[src/rtl/pwm_ramp_controller.sv]
// PWM register file plus a duty-cycle ramp engine. Register writes and ramp steps land on the clk edge; status is registered.
// No backpressure: a write is accepted in any cycle, and an SPI duty write pre-empts the ramp.
module pwm_ramp_controller #(
    parameter int PRESC_SHIFT = 8
) (
    input  logic       clk,
    input  logic       rst,
    input  logic       spi_wr_valid,
    input  logic [6:0] spi_wr_addr,
    input  logic [7:0] spi_wr_data,
    output logic [7:0] en_reg_out_7_0,
    output logic [7:0] en_reg_out_15_8,
    output logic [7:0] en_reg_pwm_7_0,
    output logic [7:0] en_reg_pwm_15_8,
    output logic [7:0] pwm_duty_cycle,
    output logic       ramp_busy,
    output logic       ramp_done
);

    localparam int PW = 9 + PRESC_SHIFT;

    typedef enum logic [0:0] {IDLE, RUN} state_t;

    state_t        r_state, w_state_nxt;
    logic [7:0]    r_en_out_lo, r_en_out_hi, r_en_pwm_lo, r_en_pwm_hi;
    logic [7:0]    r_duty, r_ramp_target, r_ramp_step, r_ramp_interval;
    logic          r_bounce;
    logic [7:0]    r_act_target, r_origin, r_act_step;
    logic [PW-1:0] r_period_m1, r_presc;
    logic          r_done;

    logic [7:0]    w_duty_nxt, w_act_target_nxt, w_origin_nxt, w_act_step_nxt;
    logic [PW-1:0] w_period_m1_nxt, w_presc_nxt, w_period_m1;
    logic          w_done_nxt;
    logic          w_wr_ctrl, w_start, w_abort, w_duty_wr, w_step_due;
    logic [8:0]    w_sum, w_diff;
    logic [7:0]    w_step_val;

    assign w_wr_ctrl  = spi_wr_valid && (spi_wr_addr == 7'h08);
    assign w_abort    = w_wr_ctrl && spi_wr_data[2];
    assign w_start    = w_wr_ctrl && spi_wr_data[0] && !spi_wr_data[2];
    assign w_duty_wr  = spi_wr_valid && (spi_wr_addr == 7'h04);
    assign w_step_due = (r_presc == r_period_m1);

    assign w_period_m1 = ((PW'(r_ramp_interval) + PW'(1)) << PRESC_SHIFT) - PW'(1);

    // 9-bit arithmetic so the clamp to target sees overflow and underflow.
    assign w_sum  = {1'b0, r_duty} + {1'b0, r_act_step};
    assign w_diff = {1'b0, r_duty} - {1'b0, r_act_step};

    always_comb begin
        w_step_val = r_act_target;
        if (r_duty < r_act_target) begin
            if (w_sum < {1'b0, r_act_target})
                w_step_val = w_sum[7:0];
        end else if (!w_diff[8] && (w_diff[7:0] > r_act_target)) begin
            w_step_val = w_diff[7:0];
        end
    end

    always_comb begin
        w_state_nxt      = r_state;
        w_duty_nxt       = r_duty;
        w_act_target_nxt = r_act_target;
        w_origin_nxt     = r_origin;
        w_act_step_nxt   = r_act_step;
        w_period_m1_nxt  = r_period_m1;
        w_presc_nxt      = r_presc;
        w_done_nxt       = 1'b0;
        if (w_duty_wr) begin
            w_duty_nxt  = spi_wr_data;
            w_state_nxt = IDLE;
        end else if (w_abort) begin
            w_state_nxt = IDLE;
        end else if (w_start) begin
            w_act_target_nxt = r_ramp_target;
            w_origin_nxt     = r_duty;
            w_act_step_nxt   = (r_ramp_step == 8'd0) ? 8'd1 : r_ramp_step;
            w_period_m1_nxt  = w_period_m1;
            w_presc_nxt      = '0;
            if (r_duty == r_ramp_target) begin
                w_state_nxt = IDLE;
                w_done_nxt  = 1'b1;
            end else begin
                w_state_nxt = RUN;
            end
        end else if (r_state == RUN) begin
            if (w_step_due) begin
                w_presc_nxt = '0;
                w_duty_nxt  = w_step_val;
                if (w_step_val == r_act_target) begin
                    if (r_bounce) begin
                        w_act_target_nxt = r_origin;
                        w_origin_nxt     = r_act_target;
                    end else begin
                        w_state_nxt = IDLE;
                        w_done_nxt  = 1'b1;
                    end
                end
            end else begin
                w_presc_nxt = r_presc + PW'(1);
            end
        end
    end

    always_ff @(posedge clk) begin
        if (rst) begin
            r_state         <= IDLE;
            r_en_out_lo     <= '0;
            r_en_out_hi     <= '0;
            r_en_pwm_lo     <= '0;
            r_en_pwm_hi     <= '0;
            r_duty          <= '0;
            r_ramp_target   <= '0;
            r_ramp_step     <= '0;
            r_ramp_interval <= '0;
            r_bounce        <= 1'b0;
            r_act_target    <= '0;
            r_origin        <= '0;
            r_act_step      <= '0;
            r_period_m1     <= '0;
            r_presc         <= '0;
            r_done          <= 1'b0;
        end else begin
            r_state      <= w_state_nxt;
            r_duty       <= w_duty_nxt;
            r_act_target <= w_act_target_nxt;
            r_origin     <= w_origin_nxt;
            r_act_step   <= w_act_step_nxt;
            r_period_m1  <= w_period_m1_nxt;
            r_presc      <= w_presc_nxt;
            r_done       <= w_done_nxt;
            if (spi_wr_valid) begin
                case (spi_wr_addr)
                    7'h00:   r_en_out_lo     <= spi_wr_data;
                    7'h01:   r_en_out_hi     <= spi_wr_data;
                    7'h02:   r_en_pwm_lo     <= spi_wr_data;
                    7'h03:   r_en_pwm_hi     <= spi_wr_data;
                    7'h05:   r_ramp_target   <= spi_wr_data;
                    7'h06:   r_ramp_step     <= spi_wr_data;
                    7'h07:   r_ramp_interval <= spi_wr_data;
                    7'h08:   r_bounce        <= spi_wr_data[1];
                    default: ;
                endcase
            end
        end
    end

    assign en_reg_out_7_0  = r_en_out_lo;
    assign en_reg_out_15_8 = r_en_out_hi;
    assign en_reg_pwm_7_0  = r_en_pwm_lo;
    assign en_reg_pwm_15_8 = r_en_pwm_hi;
    assign pwm_duty_cycle  = r_duty;
    assign ramp_busy       = (r_state == RUN);
    assign ramp_done       = r_done;

endmodule

[config.mk]
export PLATFORM = sky130hd
export DESIGN_NAME = pwm_ramp_controller
export DESIGN_NICKNAME = d
export VERILOG_FILES = /design/src/rtl/pwm_ramp_controller.sv
export SDC_FILE = /design/constraint.sdc
export NUM_CORES = 1
export LEC_CHECK = 0
export CORE_MARGIN = 3
export CORE_UTILIZATION = 55
export CTS_CLUSTER_DIAMETER = 150
export CTS_CLUSTER_SIZE = 28
export DETAILED_ROUTE_END_ITERATION = 10
export DONT_BUFFER_PORTS = 1
export PLACE_DENSITY = 0.7
export SLEW_MARGIN = 25
export SYNTH_ARGS = -nofsm -noshare
export SYNTH_HDL_FRONTEND = slang
export SYNTH_SLANG_ARGS = --single-unit
[constraint.sdc]
create_clock -name clk -period 5.23 [get_ports clk]
set_input_delay 1.046 -clock clk [delete_from_list [all_inputs] [get_ports clk]]
set_output_delay 1.046 -clock clk [all_outputs]
set_load 0.05 [all_outputs]
# ---- Word-level counts from Yosys, hierarchy flattened
# Index checks and enable logic that the tools add are counted.
dict set report word_totals {
  mem_bits_rw 0
  regBits 125
  n_memories 0
  latch_bits 0
  input_bits 18
  romBits 0
}
dict set report classes {
  mux 34
  multipliers 0
  shifts 0
  addsub 5
  n_lt_le_gt_ge 3
  eq_ne 13
  div_mod_pow 0
  n_reduce_logical 29
  bitwise_logic 2
}
# cell count
set ops {}
lappend ops {{two-way mux 8 bit} 19}
lappend ops {{two-way mux 17 bit} 3}
lappend ops {{equality test 7 x 3 -> 1 bit, second input constant} 4}
lappend ops {{adder 17 x 1 -> 17 bit, second input constant} 1}
lappend ops {{equality test 17 bit} 1}
lappend ops {{subtractor 17 x 1 -> 17 bit, second input constant} 1}
lappend ops {{equality test 8 bit} 2}
lappend ops {{AND reduction 2 bit} 8}
lappend ops {{equality test 7 x 2 -> 1 bit, second input constant} 2}
lappend ops {{two-way mux 1 bit} 12}
lappend ops {{nonzero test 2 bit} 6}
lappend ops {{adder 8 x 1 -> 9 bit, second input constant} 1}
lappend ops {{adder 8 x 8 -> 9 bit} 1}
lappend ops {{< comparator 9 x 8 -> 1 bit} 1}
lappend ops {{subtractor 8 x 8 -> 9 bit} 1}
lappend ops {{> comparator 8 bit} 1}
lappend ops {{zero test 8 bit} 1}
lappend ops {{< comparator 8 bit} 1}
lappend ops {{equality test 7 x 1 -> 1 bit, second input constant} 1}
lappend ops {{equality test 7 x 4 -> 1 bit, second input constant} 1}
lappend ops {{zero test 7 bit} 1}
lappend ops {{logical AND 1 bit} 6}
lappend ops {{AND reduction 3 bit} 2}
lappend ops {{AND reduction 6 bit} 1}
lappend ops {{other kinds (5)} 8}

# ---- Depth between registers and ports, before layout
dict set report depth {
  ltp_word 10
  ltp_mapped 19
  mapped_depth_nobuf 17
}

# ---- Worst setup path before layout
# OpenSTA, ideal clock, no wires.
dict set report synth_timing {
  path_kind {flip-flop to flip-flop}
  startpoint {register r_duty[0], in the netlist pwm_duty_cycle[0]}
  endpoint {register r_act_target[0]}
  path_stages_with_launch 17
  t_arrival_ns 4.002
  required_ns 5.139
  path_buffers 1
  synth_period_minus_slack_ns 4.093
  slack_ns 1.137
  cell_sequence {dfxtp_1 -> inv_1 -> ha_1 -> nand2b_1 -> a2111o_1 -> nand3_1 -> nand3_1 -> and2_1 -> ha_1 -> nand4_1 -> a21o_1 -> a211oi_2 -> nand2_1 -> o211ai_1 -> buf_2 -> o21ai_1 -> a311oi_1}
}
dict set report synth_via {
  elab_chain_len 8
}
# element line
set synth_lines {}
lappend synth_lines {{start: declaration} 26} ;# logic [7:0] r_duty, r_ramp_target, r_ramp_step, r_ramp_interval;
lappend synth_lines {{start signal: assignment} 126} ;# r_duty <= w_duty_nxt;
lappend synth_lines {{subtractor 8 x 8 -> 9 bit} 49} ;# assign w_diff = {1'b0, r_duty} - {1'b0, r_act_step};
lappend synth_lines {{> comparator 8 bit / zero test 1 bit (equally long branches)} 56} ;# end else if (!w_diff[8] && (w_diff[7:0] > r_act_target)) begin
lappend synth_lines {{logical AND 1 bit} 56}
lappend synth_lines {{two-way mux 8 bit} 56}
lappend synth_lines {{two-way mux 8 bit *} 53} ;# if (r_duty < r_act_target) begin
lappend synth_lines {{equality test 8 bit *} 91} ;# if (w_step_val == r_act_target) begin
lappend synth_lines {{nonzero test 2 bit (no source line) *} n/a}
lappend synth_lines {{AND reduction 6 bit (no source line) *} n/a}
lappend synth_lines {{end signal: assignment} 127} ;# r_act_target <= w_act_target_nxt;
lappend synth_lines {{end: declaration} 28} ;# logic [7:0] r_act_target, r_origin, r_act_step;
# Every way passes the cells marked *; elsewhere a longest branch is shown, timed or not.
# A chain may end at the register's enable or synchronous reset.

# ---- Worst setup path after layout
dict set report layout_timing {
  startpoint {register r_duty[3], in the netlist pwm_duty_cycle[3]}
  endpoint {register r_origin[7]}
}
dict set report layout_via {
  elab_chain_len 8
}
# element line
set layout_lines {}
lappend layout_lines {{subtractor 8 x 8 -> 9 bit} 49}
lappend layout_lines {{> comparator 8 bit / zero test 1 bit (equally long branches)} 56}
lappend layout_lines {{logical AND 1 bit} 56}
lappend layout_lines {{two-way mux 8 bit} 56}
lappend layout_lines {{two-way mux 8 bit *} 53}
lappend layout_lines {{equality test 8 bit *} 91}
lappend layout_lines {{nonzero test 2 bit (no source line) *} n/a}
lappend layout_lines {{AND reduction 6 bit (no source line) *} n/a}
lappend layout_lines {{end signal: assignment} 128} ;# r_origin <= w_origin_nxt;
lappend layout_lines {{end: declaration} 28}
# Marked as above.

==> flow_summary.json <==
{
  "numCtsBuffers": 17,
  "num_antenna_cells": 0,
  "die_h_um": 120,
  "grt_pass1_vias": 5650,
  "htreeDepth": 4,
  "drt-met1-wl_um": 8890,
  "fin_crit_ps": 4570,
  "vias_per_cell": 6.15,
  "ir_drop_mv": 0.247,
  "cts_num_sinks": 118,
  "reg2reg_setup_slack_ps": 660,
  "die_w_um": 120,
  "worstMarginPinSlew_ps": 946,
  "syn_area_per_cell_um2": 8.59,
  "dieArea_um2": 14300,
  "period_share_pct": 87.4,
  "ys_seq_elements": 118,
  "clock_latency_ps": 420,
  "largest_reg_flops": 17,
  "worstHoldPathCells": 2,
  "highest_layer": "met4",
  "vias": 6060,
  "reg_top3": "r_presc x17, r_period_m1 x10",
  "placed_area_um2": 7150,
  "maxCapViolations": 0,
  "core-area_um2": 12300,
  "wl_per_cell_um": 19.9,
  "p_leak_nw": 3.04,
  "synthFlopType": "dfxtp_1",
  "wl_met2_um": 8860,
  "r2r_end": "r_origin[7]",
  "row_count": 40,
  "grt_usage_pct": 27.8,
  "drt_iter0_drc": 524,
  "async_flop_share_pct": 0,
  "final_core_util_pct": 62.6,
  "fin_setup_tns_ps": 0,
  "cp.required_ps": 5560,
  "yosysUniqueCellTypes": 84,
  "final_cell_mix": "137 x nor2_1, 118 x dfxtp_1, 59 x mux2i_1",
  "start_util_pct": 57.8,
  "first_pass_iters": 5,
  "routed_wl_um": 19600,
  "nets": 865,
  "cts_tree": "built",
  "syn-cell-area_um2": 7110,
  "rsz0062_at_grt": "no",
  "antenna_found_initial": 0,
  "drive_above_1_share_pct": 7.83,
  "detail-route-antenna-nets": 0,
  "rr_startpoint": "pwm_duty_cycle[3]",
  "clock_skew_ps": 12.4,
  "power_mw": 2.06,
  "synthCells": 828,
  "whs_endpoint": "r_period_m1[14]",
  "yosysWarnings": 0,
  "worstHoldStart": "r_period_m1[14]",
  "cellPowerDensity_nw_per_um2": 268,
  "grt_overflow_total": 0,
  "ctsHoldBuffers": 0,
  "relSlewSlack_pct": 37.0,
  "end_kind": "register",
  "clkSlewWorstSetupHoldPaths_ps": 60,
  "grt_pass1_wl_um": 31400,
  "io_buffer_count": 0,
  "dp_hpwl_um": 14000,
  "area_growth_pct": 8.37,
  "maxSlewViolCount": 0,
  "startpoint_type": "register",
  "clk_path_buf_depth": 2,
  "grt_max_degree": 105,
  "finalSetupViolCount": 0,
  "hold_ws_ps": 467,
  "critPathArrivalTime_ps": 4900,
  "critPathMaxFanout": 16,
  "crit_type": "reg2reg",
  "final_common_cell": "nor2_1",
  "max_freq_mhz": 219,
  "worst_hold_path_type": "reg2reg",
  "drc_errors": 0,
  "pin_count": 60,
  "r2r_cells": 15,
  "cts_root_buf": "clkbuf_16",
  "status": "finished, final reports clean",
  "wl_met3_um": 1450,
  "hold_viol": 0,
  "syn_nets": 888,
  "post-cts-setup-buffers": 0,
  "ys_seq_area_share_pct": 33.2,
  "final_area_um2": 7710,
  "finalWeightedCongestion": 0.989,
  "synth_edf_count": 0,
  "cts_resized": 0,
  "regMostFlops": "r_presc"
}
[worst max-delay path, stage by stage, from the launching register on]
cell	delay, ps
dfxtp_1	290
buf_4	200
ha_1	510
inv_2	110
a2111o_1	460
nand3_1	120
nand3_1	210
and2_1	210
ha_1	280
nand4_1	130
a21o_1	200
a211o_1	290
a211o_2	300
a32oi_2	650
o21ai_0	210
a311oi_1	280
[synth_stat cells, types with 6 or more instances]
cell type / count / area share [%]
mux2i_1: 59 / 8.3
xnor2_1: 25 / 3.1
buf_2: 9 / 0.63
nand2_1: 52 / 2.7
a21o_1: 8 / 0.84
buf_1: 6 / 0.32
a211oi_1: 11 / 1.2
a21oi_1: 35 / 2.5
nor2b_1: 8 / 0.70
dfxtp_1: 118 / 33
o21ai_0: 21 / 1.5
ha_1: 40 / 7.0
o21ai_1: 9 / 0.63
nor2_1: 137 / 7.2
a311oi_1: 16 / 2.0
nor4_1: 8 / 0.70
o211ai_1: 7 / 0.74
clkbuf_1: 29 / 1.5
nand3_1: 13 / 0.91
inv_1: 23 / 1.2
xor2_1: 35 / 4.3
nand4_1: 27 / 2.4
nor3_1: 15 / 1.1
[cell families (layout without fill, tap and decap cells)]
logic type      count (synthesis)  in the layout  synth area share, %
compound gates                163            163                 17.0
xor+xnor                       62             62                 8.02
fa+ha+maj                      42             42                 7.60
buf+inv                        77             66                 4.86
flops                         118            118                 33.2
mux                            59             59                 8.30
simple gates                  307            307                 21.0
[power by group]
group | switching [mW] | leakage, nW | internal (mW)
clock | 0.445 | 0.267 | 0.670
sequential | 0.00362 | 0.950 | 0.901
combinational | 0.0279 | 1.83 | 0.0179
total | 0.477 | 3.04 | 1.59
[routing by layer]
metal,track usage (%),vias to the layer above
met3,7.26,30
met2,43.1,219
met1,37.7,2888
met5,0,-
met4,9.59,0
li1,-,2923
[worst max path at each step]
stage | from | endpoint | slack [ps] | cells after the start
after floorplan | pwm_duty_cycle[0] | r_act_target[0] | 1140 | 16
after global placement | pwm_duty_cycle[3] | r_origin[7] | 870 | 15
after detailed placement | pwm_duty_cycle[3] | r_origin[0] | 680 | 15
after CTS | pwm_duty_cycle[3] | r_origin[7] | 670 | 15
after global routing | pwm_duty_cycle[3] | r_origin[1] | 300 | 15
final | pwm_duty_cycle[3] | r_origin[7] | 660 | 15
[final cells by class]
| type | instances | area [um2] |
|---|---|---|
| Clock inverter | 12 | 119 |
| Clock buffer | 19 | 443 |
| Sequential cell | 118 | 2360 |
| Inverter | 25 | 93.8 |
| Timing Repair Buffer | 10 | 75.1 |
| Tap cell | 168 | 210 |
| Fill cell | 1097 | 4600 |
| Multi-Input combinational cell | 633 | 4400 |
[stage by stage]
step,cells,setup WS [ps]
2_1_floorplan,828,1140
3_3_place_gp,954,866
3_5_place_dp,954,678
4_1_cts,985,669
5_1_grt,985,302
6_report,985,659
Power figures use the tool's default switching activity.
